## src/rtl/ucsbece154a_mem_arbiter_pkg.sv

```systemverilog
// Shared definitions for the unified-memory arbiter: FSM state encodings and grant IDs.
// Optional build macro MEM_ARB_RR_EN is consumed by ucsbece154a_arb_pick.
package ucsbece154a_mem_arbiter_pkg;

    typedef enum logic [1:0] {
        arb_IDLE = 2'b00,
        arb_BUSY = 2'b01,
        arb_RESP = 2'b10
    } arb_state_t;

    localparam logic grant_core = 1'b0;
    localparam logic grant_aux  = 1'b1;

    localparam int STARVE_W = 4;

endpackage

```

## src/rtl/ucsbece154a_arb_pick.sv

```systemverilog
// Combinational winner selection between core and aux, plus the fairness state.
// Build macro: MEM_ARB_RR_EN selects round-robin; otherwise fixed priority with starvation guard.
module ucsbece154a_arb_pick
    import ucsbece154a_mem_arbiter_pkg::*;
#(
    parameter int AUX_STARVE = 4
) (
    input  logic clk,
    input  logic reset,
    input  logic core_req_i,
    input  logic aux_req_i,
    input  logic take_i,
    output logic winner_o
);

`ifdef MEM_ARB_RR_EN
    logic last_q, last_d;

    always_comb begin
        if (core_req_i && aux_req_i) begin
            winner_o = ~last_q;
        end else if (aux_req_i) begin
            winner_o = grant_aux;
        end else begin
            winner_o = grant_core;
        end
        last_d = take_i ? winner_o : last_q;
    end

    // Seeded as if aux went last, so the first conflict after reset goes to the core.
    always_ff @(posedge clk) begin
        if (reset) begin
            last_q <= grant_aux;
        end else begin
            last_q <= last_d;
        end
    end
`else
    logic [STARVE_W-1:0] starve_q, starve_d;
    logic                conflict;

    assign conflict = core_req_i && aux_req_i;

    always_comb begin
        if (conflict) begin
            winner_o = (starve_q >= STARVE_W'(AUX_STARVE)) ? grant_aux : grant_core;
        end else if (aux_req_i) begin
            winner_o = grant_aux;
        end else begin
            winner_o = grant_core;
        end

        starve_d = starve_q;
        if (take_i) begin
            if (winner_o == grant_aux) begin
                starve_d = '0;
            end else if (conflict) begin
                starve_d = starve_q + 1'b1;
            end
        end
    end

    always_ff @(posedge clk) begin
        if (reset) begin
            starve_q <= '0;
        end else begin
            starve_q <= starve_d;
        end
    end
`endif

endmodule

```

## src/rtl/ucsbece154a_mem_arbiter.sv

```systemverilog
// Arbiter for the single unified instruction/data memory shared by the multicycle core and the aux port.
// Owns the variable-latency memory handshake; optional macro MEM_ARB_RR_EN selects round-robin picking.
module ucsbece154a_mem_arbiter
    import ucsbece154a_mem_arbiter_pkg::*;
#(
    parameter int AW         = 32,
    parameter int DW         = 32,
    parameter int AUX_STARVE = 4
) (
    input  logic          clk,
    input  logic          reset,

    input  logic          core_req_i,
    input  logic          core_we_i,
    input  logic [AW-1:0] core_adr_i,
    input  logic [DW-1:0] core_wd_i,
    output logic [DW-1:0] core_rd_o,
    output logic          core_ack_o,

    input  logic          aux_req_i,
    input  logic          aux_we_i,
    input  logic [AW-1:0] aux_adr_i,
    input  logic [DW-1:0] aux_wd_i,
    output logic [DW-1:0] aux_rd_o,
    output logic          aux_ack_o,

    output logic          mem_req_o,
    output logic          mem_we_o,
    output logic [AW-1:0] mem_adr_o,
    output logic [DW-1:0] mem_wd_o,
    input  logic [DW-1:0] mem_rd_i,
    input  logic          mem_ack_i,

    output logic          grant_o
);

    arb_state_t    state_q, state_d;
    logic          mem_req_q, mem_req_d;
    logic          mem_we_q, mem_we_d;
    logic [AW-1:0] mem_adr_q, mem_adr_d;
    logic [DW-1:0] mem_wd_q, mem_wd_d;
    logic          grant_q, grant_d;
    logic [DW-1:0] core_rd_q, core_rd_d;
    logic [DW-1:0] aux_rd_q, aux_rd_d;
    logic          core_ack_q, core_ack_d;
    logic          aux_ack_q, aux_ack_d;

    logic any_req;
    logic take;
    logic winner;

    assign any_req = core_req_i || aux_req_i;
    assign take    = (state_q == arb_IDLE) && any_req;

    ucsbece154a_arb_pick #(
        .AUX_STARVE(AUX_STARVE)
    ) u_pick (
        .clk       (clk),
        .reset     (reset),
        .core_req_i(core_req_i),
        .aux_req_i (aux_req_i),
        .take_i    (take),
        .winner_o  (winner)
    );

    always_ff @(posedge clk) begin
        if (reset) begin
            state_q    <= arb_IDLE;
            mem_req_q  <= 1'b0;
            mem_we_q   <= 1'b0;
            mem_adr_q  <= '0;
            mem_wd_q   <= '0;
            grant_q    <= grant_core;
            core_rd_q  <= '0;
            aux_rd_q   <= '0;
            core_ack_q <= 1'b0;
            aux_ack_q  <= 1'b0;
        end else begin
            state_q    <= state_d;
            mem_req_q  <= mem_req_d;
            mem_we_q   <= mem_we_d;
            mem_adr_q  <= mem_adr_d;
            mem_wd_q   <= mem_wd_d;
            grant_q    <= grant_d;
            core_rd_q  <= core_rd_d;
            aux_rd_q   <= aux_rd_d;
            core_ack_q <= core_ack_d;
            aux_ack_q  <= aux_ack_d;
        end
    end

    // RESP lasts one cycle so a requester still holding req while seeing its ack is not granted twice.
    always_comb begin
        state_d = state_q;
        case (state_q)
            arb_IDLE: if (any_req)   state_d = arb_BUSY;
            arb_BUSY: if (mem_ack_i) state_d = arb_RESP;
            arb_RESP:                state_d = arb_IDLE;
            default:                 state_d = arb_IDLE;
        endcase
    end

    always_comb begin
        mem_req_d  = mem_req_q;
        mem_we_d   = mem_we_q;
        mem_adr_d  = mem_adr_q;
        mem_wd_d   = mem_wd_q;
        grant_d    = grant_q;
        core_rd_d  = core_rd_q;
        aux_rd_d   = aux_rd_q;
        core_ack_d = 1'b0;
        aux_ack_d  = 1'b0;
        case (state_q)
            arb_IDLE: begin
                if (any_req) begin
                    mem_req_d = 1'b1;
                    grant_d   = winner;
                    if (winner == grant_aux) begin
                        mem_we_d  = aux_we_i;
                        mem_adr_d = aux_adr_i;
                        mem_wd_d  = aux_wd_i;
                    end else begin
                        mem_we_d  = core_we_i;
                        mem_adr_d = core_adr_i;
                        mem_wd_d  = core_wd_i;
                    end
                end
            end
            arb_BUSY: begin
                if (mem_ack_i) begin
                    mem_req_d = 1'b0;
                    if (grant_q == grant_aux) begin
                        aux_rd_d  = mem_rd_i;
                        aux_ack_d = 1'b1;
                    end else begin
                        core_rd_d  = mem_rd_i;
                        core_ack_d = 1'b1;
                    end
                end
            end
            default: begin
            end
        endcase
    end

    assign mem_req_o  = mem_req_q;
    assign mem_we_o   = mem_we_q;
    assign mem_adr_o  = mem_adr_q;
    assign mem_wd_o   = mem_wd_q;
    assign grant_o    = grant_q;
    assign core_rd_o  = core_rd_q;
    assign aux_rd_o   = aux_rd_q;
    assign core_ack_o = core_ack_q;
    assign aux_ack_o  = aux_ack_q;

endmodule
```

## config.mk

```make
export PLATFORM = sky130hd
export DESIGN_NAME = ucsbece154a_mem_arbiter
export DESIGN_NICKNAME = d
export VERILOG_FILES = /design/src/rtl/ucsbece154a_mem_arbiter_pkg.sv /design/src/rtl/ucsbece154a_arb_pick.sv /design/src/rtl/ucsbece154a_mem_arbiter.sv
export SDC_FILE = /design/constraint.sdc
export NUM_CORES = 1
export LEC_CHECK = 0
export ABC_AREA = 1
export BUFFER_PORTS_ARGS = -buffer_cell sky130_fd_sc_hd__buf_4
export CAP_MARGIN = 5
export CORE_MARGIN = 2
export CORE_UTILIZATION = 45
export DETAILED_ROUTE_END_ITERATION = 10
export PLACE_DENSITY = 0.81
export SKIP_LAST_GASP = 1
export SLEW_MARGIN = 40
export SYNTH_ARGS = -nofsm -noshare
export SYNTH_HDL_FRONTEND = slang
export SYNTH_SLANG_ARGS = --single-unit
export TNS_END_PERCENT = 30
```

## constraint.sdc

```tcl
create_clock -name clk -period 2.8 [get_ports clk]
set_input_delay 0.14 -clock clk [delete_from_list [all_inputs] [get_ports clk]]
set_output_delay 0.14 -clock clk [all_outputs]
set_load 0.005 [all_outputs]
```

==> flow_metrics.py, run 1 <==
metrics = {
    "detailed_routing": {
        "drt-total-wl_um": 20000,
        "firstDrtPassIters": 6,
        "wl_per_cell_um": 14.2,
        "num_vias": 6935,
        "via_per_inst": 4.93,
        "drc": 0,
        "drt.antenna.violating_nets": 0,
        "drt_iter0_drc": 453,
    },
    "timing": {
        "final-hold-violation-count": 0,
        "slew_viol_final": 0,
        "layout_min_cycle_time_ns": 1.74,
        "fmax_mhz": 574,
        "worstMarginPinSlew_ns": 0.703,
        "slew_headroom_pct": 53.0,
        "final.setup.tns_ns": 0,
        "rsz0062_at_grt": "false",
        "fin_worst_skew_ns": 0.00718,
        "min_period_over_period_pct": 62.2,
        "setup_violations": 0,
    },
    "flow_run": {
        "maxCapViolations": 0,
    },
    "setup_path": {
        "rrSetupSlack_ns": 1.06,
        "critPathLaunchType": "flip-flop",
        "end_kind": "flip-flop",
        "crit_arrival_ns": 2.10,
        "reg2reg_from": "u_pick.starve_q[3]$_SDFFE_PP0P_",
        "cp_max_fo": 43,
        "ff2ff_path_depth": 8,
        "critPathKind": "reg2reg",
        "worstReg2RegEnd": "mem_adr_o[10]$_SDFFE_PP0P_",
        "worstPathRequired_ns": 3.16,
    },
    "clock_network": {
        "cts.sink_count": 139,
        "cts-hold-fix-buffers": 60,
        "clkTransAtPathRegs_ns": 0.06,
        "cts_buffer_depth": 2,
        "post_cts_resized": 0,
        "cts_inserted_buffers": 17,
        "cts_tree": "done",
        "clk_latency_ns": 0.41,
        "htreeDepth": 4,
        "postCtsSetupRepairBufs": 0,
        "root_buffer": "clkbuf_16",
    },
    "global_route": {
        "antenna_found_initial": 0,
        "grt_overflow": 0,
        "grt_pass1_vias": 6329,
        "grt_max_degree": 67,
        "grt_use_total_pct": 27.3,
        "grt_pass1_wl_um": 31100,
    },
    "yosys": {
        "synth.most_common_cell": "nor2_1",
        "synthTopCellsByArea": "dfxtp_1 (46%), nand3_1 (14%), nor2_1 (13%), nand2_1 (11%), inv_1 (4.6%)",
        "avgSynthCellArea_um2": 6.70,
        "ys_seq_area_share_pct": 46.4,
        "yosysUniqueCellTypes": 16,
        "ys_seq_elements": 139,
        "syn_inst": 895,
        "synth_top_area_share_pct": 46.4,
        "synth_fp_nets": 1063,
        "yosys_warnings": 0,
        "synth_edf_count": 0,
        "ys_top_cells_by_count": "nor2_1 (201), nand2_1 (177), nand3_1 (163), dfxtp_1 (139), inv_1 (73)",
        "syn_area_um2": 6000,
        "synth_flop_cell": "dfxtp_1",
        "async_flop_share_pct": 0,
        "synth_largest_area_cell": "dfxtp_1",
    },
    "die": {
        "coreArea_um2": 13100,
        "fp-row-count": 42,
        "die_area_um2": 14300,
        "initial_core_util_pct": 45.6,
        "fp.dieW_um": 119,
        "ios": 300,
        "die_h_um": 119,
    },
    "layout": {
        "drive_above_1_share_pct": 28.3,
        "layout.nets": 1386,
        "final_cells": 1406,
        "area_growth_pct": 58.6,
        "antenna_cells": 0,
    },
    "min_path": {
        "min_from": "mem_rd_i[25]",
        "holdCritPathClass": "in2reg",
        "whs_path_depth": 3,
        "min_to": "aux_rd_o[25]$_SDFFE_PP0P_",
    },
    "placement": {
        "port_buffers": 299,
        "gp_congestion": 0.852,
        "dp_cells": 1315,
        "dpl.hpwl_um": 13100,
    },
    "outcome": {
        "status": "finished, final reports clean",
    },
    "pwr": {
        "finalPower_uw": 5680,
        "vdd_drop_max_mv": 0.374,
        "p_leak_uw": 0.00488,
        "power_density_nw_per_um2": 598,
    },
}
## worst max path at each step
stage                                          startpoint                          to  slack, ns
after floorplan                   state_q[1]$_SDFFE_PP0P_   mem_wd_o[10]$_SDFFE_PP0P_       1.64
after global placement                              reset   aux_rd_o[31]$_SDFFE_PP0P_       1.09
after detailed placement  u_pick.starve_q[3]$_SDFFE_PP0P_   mem_wd_o[30]$_SDFFE_PP0P_       1.06
after CTS                 u_pick.starve_q[3]$_SDFFE_PP0P_   mem_wd_o[30]$_SDFFE_PP0P_       1.05
after global routing      u_pick.starve_q[3]$_SDFFE_PP0P_  mem_adr_o[22]$_SDFFE_PP0P_       0.86
final                     u_pick.starve_q[3]$_SDFFE_PP0P_  mem_adr_o[10]$_SDFFE_PP0P_       1.06
## worst max-delay path: stages, from the launching register on
cell	delay [ns]
dfxtp_1	0.31
nor2_1	0.15
nand2_2	0.08
nand2_2	0.34
buf_4	0.48
nand2_1	0.12
nand3_1	0.11
nand2_1	0.06
inv_1	0.05
## cells by family after synthesis
family / share of synthesized area (%)
compound gates: 5.84
fa+ha+maj: 0.209
buf+inv: 9.70
flops: 46.4
simple gates: 37.8
## flip-flops by register name (all words and copies together), names as in the netlist, 2 cells and up
signal,flops
aux_rd_o,32
core_rd_o,32
mem_adr_o,32
mem_wd_o,32
state_q,2
u_pick.starve_q,4
## where the power goes
part	total [uW]	internal, uW	switching, uW
Combinational	1090	552	541
Clock	2390	1560	829
Sequential	2200	2120	79.3
Total	5680	4230	1450
## final cells by class
class                   count  area (um^2)
clock buffers              21          470
clock inverters            10          165
well taps                 176          220
multi-input cells         616         2640
flip-flops and latches    139         2780
inverters                  75          282
repair buffers            369         2950
fillers                  1056         3630
## layer usage
layer	track usage [%]	vias to the layer above	wire length, um
met5	0	-	0
met4	13.5	0	700
li1	-	3457	-
met3	8.24	46	1630
met1	30.9	3122	7690
met2	46.7	310	9960
## cell usage in the layout (no fill, tap or decap)
cell type / netlist / routed
nand3_2: 1 / 1
clkbuf_8: 0 / 3
nand3_1: 163 / 163
nor2_4: 1 / 2
clkbuf_16: 0 / 17
buf_12: 0 / 2
inv_2: 2 / 3
dlygate4sd3_1: 0 / 60
clkinv_4: 0 / 2
o21ai_0: 32 / 32
a21oi_1: 38 / 38
dfxtp_1: 139 / 139
nand2_1: 177 / 175
nor2_1: 201 / 201
nor2_2: 2 / 1
nand2_2: 0 / 2
clkbuf_1: 26 / 1
buf_4: 5 / 307
ha_1: 1 / 1
clkinv_2: 0 / 1
inv_1: 73 / 72
bufinv_16: 0 / 4
clkinvlp_4: 0 / 3
## metrics by stage
step	utilization, %	area, um^2	worst slack, ns	hold slack (ns)
CTS	72.4	9510	1.05	0.000165
detailed placement	63.0	8270	1.06	0.410
global route	72.4	9510	0.858	0.00969
floorplan	-	6000	1.64	0.283
global placement	63.0	8270	1.09	0.402
finish	72.4	9510	1.06	0.0145
Power figures use the tool's default switching activity.
==> run 2, diff against run 1 <==
- clock period: 2.8 -> 1.82 ns (I/O delays scaled with it)
==> run 2 against run 1 <==
Wire length increased by 25%. Count of clock-buffer cells in the layout decreased by 4. First-iteration DRC count increased by 87%. Critical endpoint is now aux_rd_o[31]$_SDFFE_PP0P_. Highest routed layer unchanged.
==> flow_metrics.py, run 2 (synthesized netlist as in run 1, its figures left out) <==
metrics = {
    "die": {
        "fp.dieW_um": 119,
        "ios": 300,
        "fp-row-count": 42,
        "die_h_um": 119,
        "initial_core_util_pct": 45.6,
        "die_area_um2": 14300,
        "coreArea_um2": 13100,
    },
    "setup_path": {
        "cp_max_fo": 32,
        "ff2ff_path_depth": 6,
        "end_kind": "flip-flop",
        "worstPathRequired_ns": 2.16,
        "cp-endpoint": "aux_rd_o[31]$_SDFFE_PP0P_",
        "critPathKind": "reg2reg",
        "reg2reg_from": "state_q[0]$_SDFFE_PP0P_",
        "critPathLaunchType": "flip-flop",
        "rrSetupSlack_ns": 0.16,
        "crit_arrival_ns": 2.00,
        "worstReg2RegEnd": "aux_rd_o[31]$_SDFFE_PP0P_",
        "cp-startpoint": "state_q[0]$_SDFFE_PP0P_",
    },
    "clock_network": {
        "clkTransAtPathRegs_ns": 0.06,
        "cts_tree": "done",
        "cts_inserted_buffers": 17,
        "clk_latency_ns": 0.42,
        "htreeDepth": 4,
        "root_buffer": "clkbuf_16",
        "cts_buffer_depth": 2,
        "postCtsSetupRepairBufs": 0,
        "cts.sink_count": 139,
    },
    "layout": {
        "area_growth_pct": 72.9,
        "layout.nets": 1474,
        "multiInputGateArea_um2": 2640,
        "post-route-util_pct": 78.9,
        "nFillCells": 832,
        "drive_above_1_share_pct": 27.1,
        "layout_commonest_cell": "buf_4",
        "register_area_um2": 2780,
        "antenna_cells": 0,
        "layout_common_cells": "buf_4 (310), nor2_1 (201), nand2_1 (175), nand3_1 (163)",
    },
    "global_route": {
        "antenna_found_initial": 0,
        "met3_usage_pct": 8.72,
        "grt_use_total_pct": 34.0,
        "use_met1_pct": 37.6,
        "grt-busiest-layer": "met2",
        "met2_usage_pct": 56.9,
        "grt_max_degree": 67,
        "grt_overflow": 0,
        "grt_pass1_wl_um": 38200,
        "grt_pass1_vias": 7550,
    },
    "detailed_routing": {
        "drt-total-wl_um": 25100,
        "via_per_inst": 5.32,
        "drt_iter0_drc": 849,
        "wl_per_cell_um": 16.8,
        "drt.antenna.violating_nets": 0,
        "drc": 0,
        "firstDrtPassIters": 6,
        "num_vias": 7949,
    },
    "pwr": {
        "sw_frac_of_total_pct": 30.0,
        "power_switching_uw": 2600,
        "clkPwrFrac_pct": 37.6,
        "vdd_drop_max_mv": 0.504,
        "combPwrFrac_pct": 23.2,
        "p_int_uw": 6080,
        "seqPwrFrac_pct": 39.2,
        "power_density_nw_per_um2": 837,
        "p_leak_uw": 0.00525,
    },
    "timing": {
        "worstMarginPinSlew_ns": 0.723,
        "layout_min_cycle_time_ns": 1.66,
        "fmax_mhz": 603,
        "slew_viol_final": 0,
        "min_period_over_period_pct": 91.1,
        "final.setup.tns_ns": 0,
        "setup_violations": 0,
        "rsz0062_at_grt": "false",
        "fin_worst_skew_ns": 0.00706,
        "final-hold-violation-count": 0,
        "slew_headroom_pct": 51.8,
    },
    "placement": {
        "gp_congestion": 0.875,
        "port_buffers": 299,
        "dpl.hpwl_um": 13600,
    },
    "flow_run": {
        "maxCapViolations": 0,
    },
    "outcome": {
        "status": "finished, final reports clean",
    },
    "min_path": {
        "holdCritPathClass": "in2reg",
    },
}
==> run 2: changes by cell type in the layout (fill, tap and decap cells not counted), moves of 2 or more <==
cell | previous run | this run
dlygate4sd3_1 | 60 | 139
buf_12 | 2 | 8
bufinv_16 | 4 | 0
inv_8 | 0 | 4
buf_4 | 307 | 310
clkbuf_8 | 3 | 0
inv_6 | 0 | 3
clkinv_4 | 2 | 4
==> run 2: worst min-delay path by stage <==
stage,start,to,slack [ns],depth (start not counted)
after floorplan,mem_ack_i,state_q[1]$_SDFFE_PP0P_,0.23,2
after global placement,mem_rd_i[9],aux_rd_o[9]$_SDFFE_PP0P_,0.36,3
after detailed placement,mem_rd_i[11],aux_rd_o[11]$_SDFFE_PP0P_,0.36,3
after CTS,aux_adr_i[20],mem_adr_o[20]$_SDFFE_PP0P_,0.001,5
after global routing,aux_wd_i[16],mem_wd_o[16]$_SDFFE_PP0P_,0.03,5
final,aux_wd_i[15],mem_wd_o[15]$_SDFFE_PP0P_,0.03,5
==> run 2: through the flow <==
step	instances	worst slack (ns)	hold WS, ns	instance area [um^2]	power, uW
after floorplan	895	0.662	0.234	6000	4210
after global placement	1324	0.312	0.357	8410	5050
after detailed placement	1324	0.251	0.362	8410	5080
after CTS	1495	0.244	0.000994	10400	8580
after global routing	1495	0.0227	0.0300	10400	9040
final	1495	0.162	0.0254	10400	8680
==> run 2: critical path, cell delays in order (launching register included) <==
cell	delay (ns)
dfxtp_1	0.33
inv_2	0.05
nor2_4	0.09
nand3_2	0.28
inv_2	0.55
nor2_1	0.11
nor2_1	0.17
==> run 2: area by class of cell <==
| cell class | instances | share of cell area (%) |
|---|---|---|
| clock buffers | 17 | 4.10 |
| clock inverters | 15 | 1.29 |
| inverters | 75 | 2.72 |
| multi-input cells | 616 | 25.5 |
| flip-flops and latches | 139 | 26.9 |
| well taps | 176 | 2.12 |
| repair buffers | 457 | 37.4 |
==> run 2: power groups by stage <==
| stage | Combinational [uW] | Clock (uW) | Sequential [uW] |
|---|---|---|---|
| after global routing | 2150 | 3470 | 3420 |
| after floorplan | 750 | 0 | 3460 |
| final | 2010 | 3270 | 3400 |
| after global placement | 1610 | 0 | 3440 |
| after detailed placement | 1630 | 0 | 3450 |
| after CTS | 1880 | 3320 | 3380 |
==> run 2: layer usage <==
metal | share of wire (%) | wire length [um]
met1 | 35 | 8840
met2 | 48 | 12100
met3 | 9.6 | 2420
met4 | 6.9 | 1720
met5 | 0 | 0
==> run 2: what timing repair did <==
item                                    4_1_cts  5_1_grt
endpoints found under the hold margin       132        0
resized for setup                             0        0
endpoints found under the setup margin        0        0
hold buffers                                139        0
==> run 3, diff against run 2 <==
- CELL_PAD_IN_SITES_DETAIL_PLACEMENT: default -> 0
- CELL_PAD_IN_SITES_GLOBAL_PLACEMENT: default -> 1
- CORE_UTILIZATION: 45 -> 31
- PLACE_DENSITY: 0.81 -> 0.83
==> run 3 against run 2 <==
Core utilization fell by 23 points. Via count fell by 9.6%. Combinational power fell by 8%. Clock power rose by 12%. Cell count rose by 5.7%. Clock skew rose by 0.0032 ns. Count of clock-buffer cells in the layout rose by 1. Register-to-register slack improved by 0.23 ns. Total power rose by 2.4%. Wire length fell by 12%. Fmax rose by 16%.
==> flow_metrics.py, run 3 (synthesized netlist as in run 1, its figures left out) <==
metrics = {
    "setup_path": {
        "rrSetupSlack_ns": 0.40,
        "critPathLaunchType": "flip-flop",
        "worstPathRequired_ns": 2.14,
        "cp_max_fo": 46,
        "critPathKind": "reg2reg",
        "ff2ff_path_depth": 7,
        "end_kind": "flip-flop",
        "crit_arrival_ns": 1.74,
    },
    "timing": {
        "fin_worst_skew_ns": 0.0102,
        "fmax_mhz": 702,
        "rsz0062_at_grt": "false",
        "holdWs_ns": 0.0184,
        "setup_violations": 0,
        "slew_viol_final": 0,
        "setup_slack_ns": 0.396,
        "min_period_over_period_pct": 78.2,
        "worstMarginPinSlew_ns": 0.556,
        "final.setup.tns_ns": 0,
        "layout_min_cycle_time_ns": 1.42,
        "slew_headroom_pct": 62.9,
        "final-hold-violation-count": 0,
    },
    "clock_network": {
        "cts-hold-fix-buffers": 142,
        "htreeDepth": 4,
        "cts_tree": "done",
        "root_buffer": "clkbuf_16",
        "post_cts_resized": 0,
        "cts_buffer_depth": 2,
        "postCtsSetupRepairBufs": 0,
        "cts_inserted_buffers": 17,
        "cts.sink_count": 139,
        "clk_latency_ns": 0.42,
        "clkTransAtPathRegs_ns": 0.06,
    },
    "global_route": {
        "met2_usage_pct": 34.6,
        "met3_usage_pct": 7.51,
        "grt_max_degree": 86,
        "grt_pass1_wl_um": 34200,
        "grt-busiest-layer": "met2",
        "use_met1_pct": 24.5,
        "grt_overflow": 0,
        "grt_pass1_vias": 7021,
        "grt_use_total_pct": 21.0,
        "antenna_found_initial": 0,
    },
    "die": {
        "initial_core_util_pct": 31.8,
        "die_h_um": 143,
        "fp.dieW_um": 143,
        "die_area_um2": 20500,
        "coreArea_um2": 18800,
        "ios": 300,
        "fp-row-count": 50,
    },
    "min_path": {
        "whs_path_depth": 5,
        "holdCritPathClass": "in2reg",
    },
    "layout": {
        "layout_commonest_cell": "buf_4",
        "drive_above_1_share_pct": 27.0,
        "area_growth_pct": 74.8,
        "layout.nets": 1475,
        "nFillCells": 1763,
        "antenna_cells": 0,
        "layout_common_cells": "buf_4 (313), nor2_1 (201), nand2_1 (175), nand3_1 (163), dlygate4sd3_1 (142)",
    },
    "detailed_routing": {
        "drt.antenna.violating_nets": 0,
        "drt_iter0_drc": 330,
        "via_per_inst": 4.55,
        "wl_per_cell_um": 13.9,
        "drc": 0,
        "firstDrtPassIters": 5,
        "num_vias": 7182,
        "drt-total-wl_um": 22000,
    },
    "placement": {
        "place_ws_ns": 0.406,
        "dpl.hpwl_um": 13900,
        "gp_congestion": 0.783,
        "port_buffers": 299,
    },
    "pwr": {
        "vdd_drop_max_mv": 0.626,
        "power_density_nw_per_um2": 847,
        "p_leak_uw": 0.00525,
    },
    "flow_run": {
        "maxCapViolations": 0,
    },
    "outcome": {
        "status": "finished, final reports clean",
    },
}
[run 3: final timing paths]
kind	startpoint	end
max reg2reg	state_q[1]$_SDFFE_PP0P_	mem_wd_o[21]$_SDFFE_PP0P_
min	aux_adr_i[0]	mem_adr_o[0]$_SDFFE_PP0P_
min reg2reg	u_pick.starve_q[3]$_SDFFE_PP0P_	u_pick.starve_q[3]$_SDFFE_PP0P_
max	state_q[1]$_SDFFE_PP0P_	mem_wd_o[21]$_SDFFE_PP0P_
[run 3: metal layers]
| layer | share of wire, % | vias up |
|---|---|---|
| met4 | 3.0 | 0 |
| met2 | 48 | 300 |
| met5 | 0 | - |
| met1 | 42 | 3197 |
| li1 | - | 3636 |
| met3 | 7.9 | 49 |
[run 3: power by group]
group	switching, uW	internal, uW	total (uW)	leakage (uW)
combinational	876	974	1850	0.00382
sequential	119	3270	3390	0.00114
clock	1430	2220	3650	0.000296
total	2420	6460	8880	0.00525
[run 3: area by class of cell]
type / count / area, um^2 / area share, %
tap: 260 / 325 / 3.10
clock inverter: 14 / 181 / 1.73
multi-input combinational: 616 / 2640 / 25.2
clock buffer: 18 / 439 / 4.19
sequential: 139 / 2780 / 26.5
inverter: 75 / 282 / 2.69
timing repair buffer: 458 / 3830 / 36.5
[run 3: critical path, cell delays in order, from the launching register on]
cell and delay (ns):
dfxtp_1 0.33, inv_1 0.06, nand2_1 0.09, nor2_4 0.13, buf_4 0.44, nand3_1 0.16, nand2_1 0.09, inv_1 0.03
[run 3: stage by stage]
step	area [um^2]	power (uW)	util, %	std cells
floorplan	6000	4210	-	895
global placement	8440	5030	44.8	1406
detailed placement	8440	5040	44.8	1406
CTS	10500	8980	55.7	1580
global route	10500	9340	55.7	1580
finish	10500	8880	55.7	1580
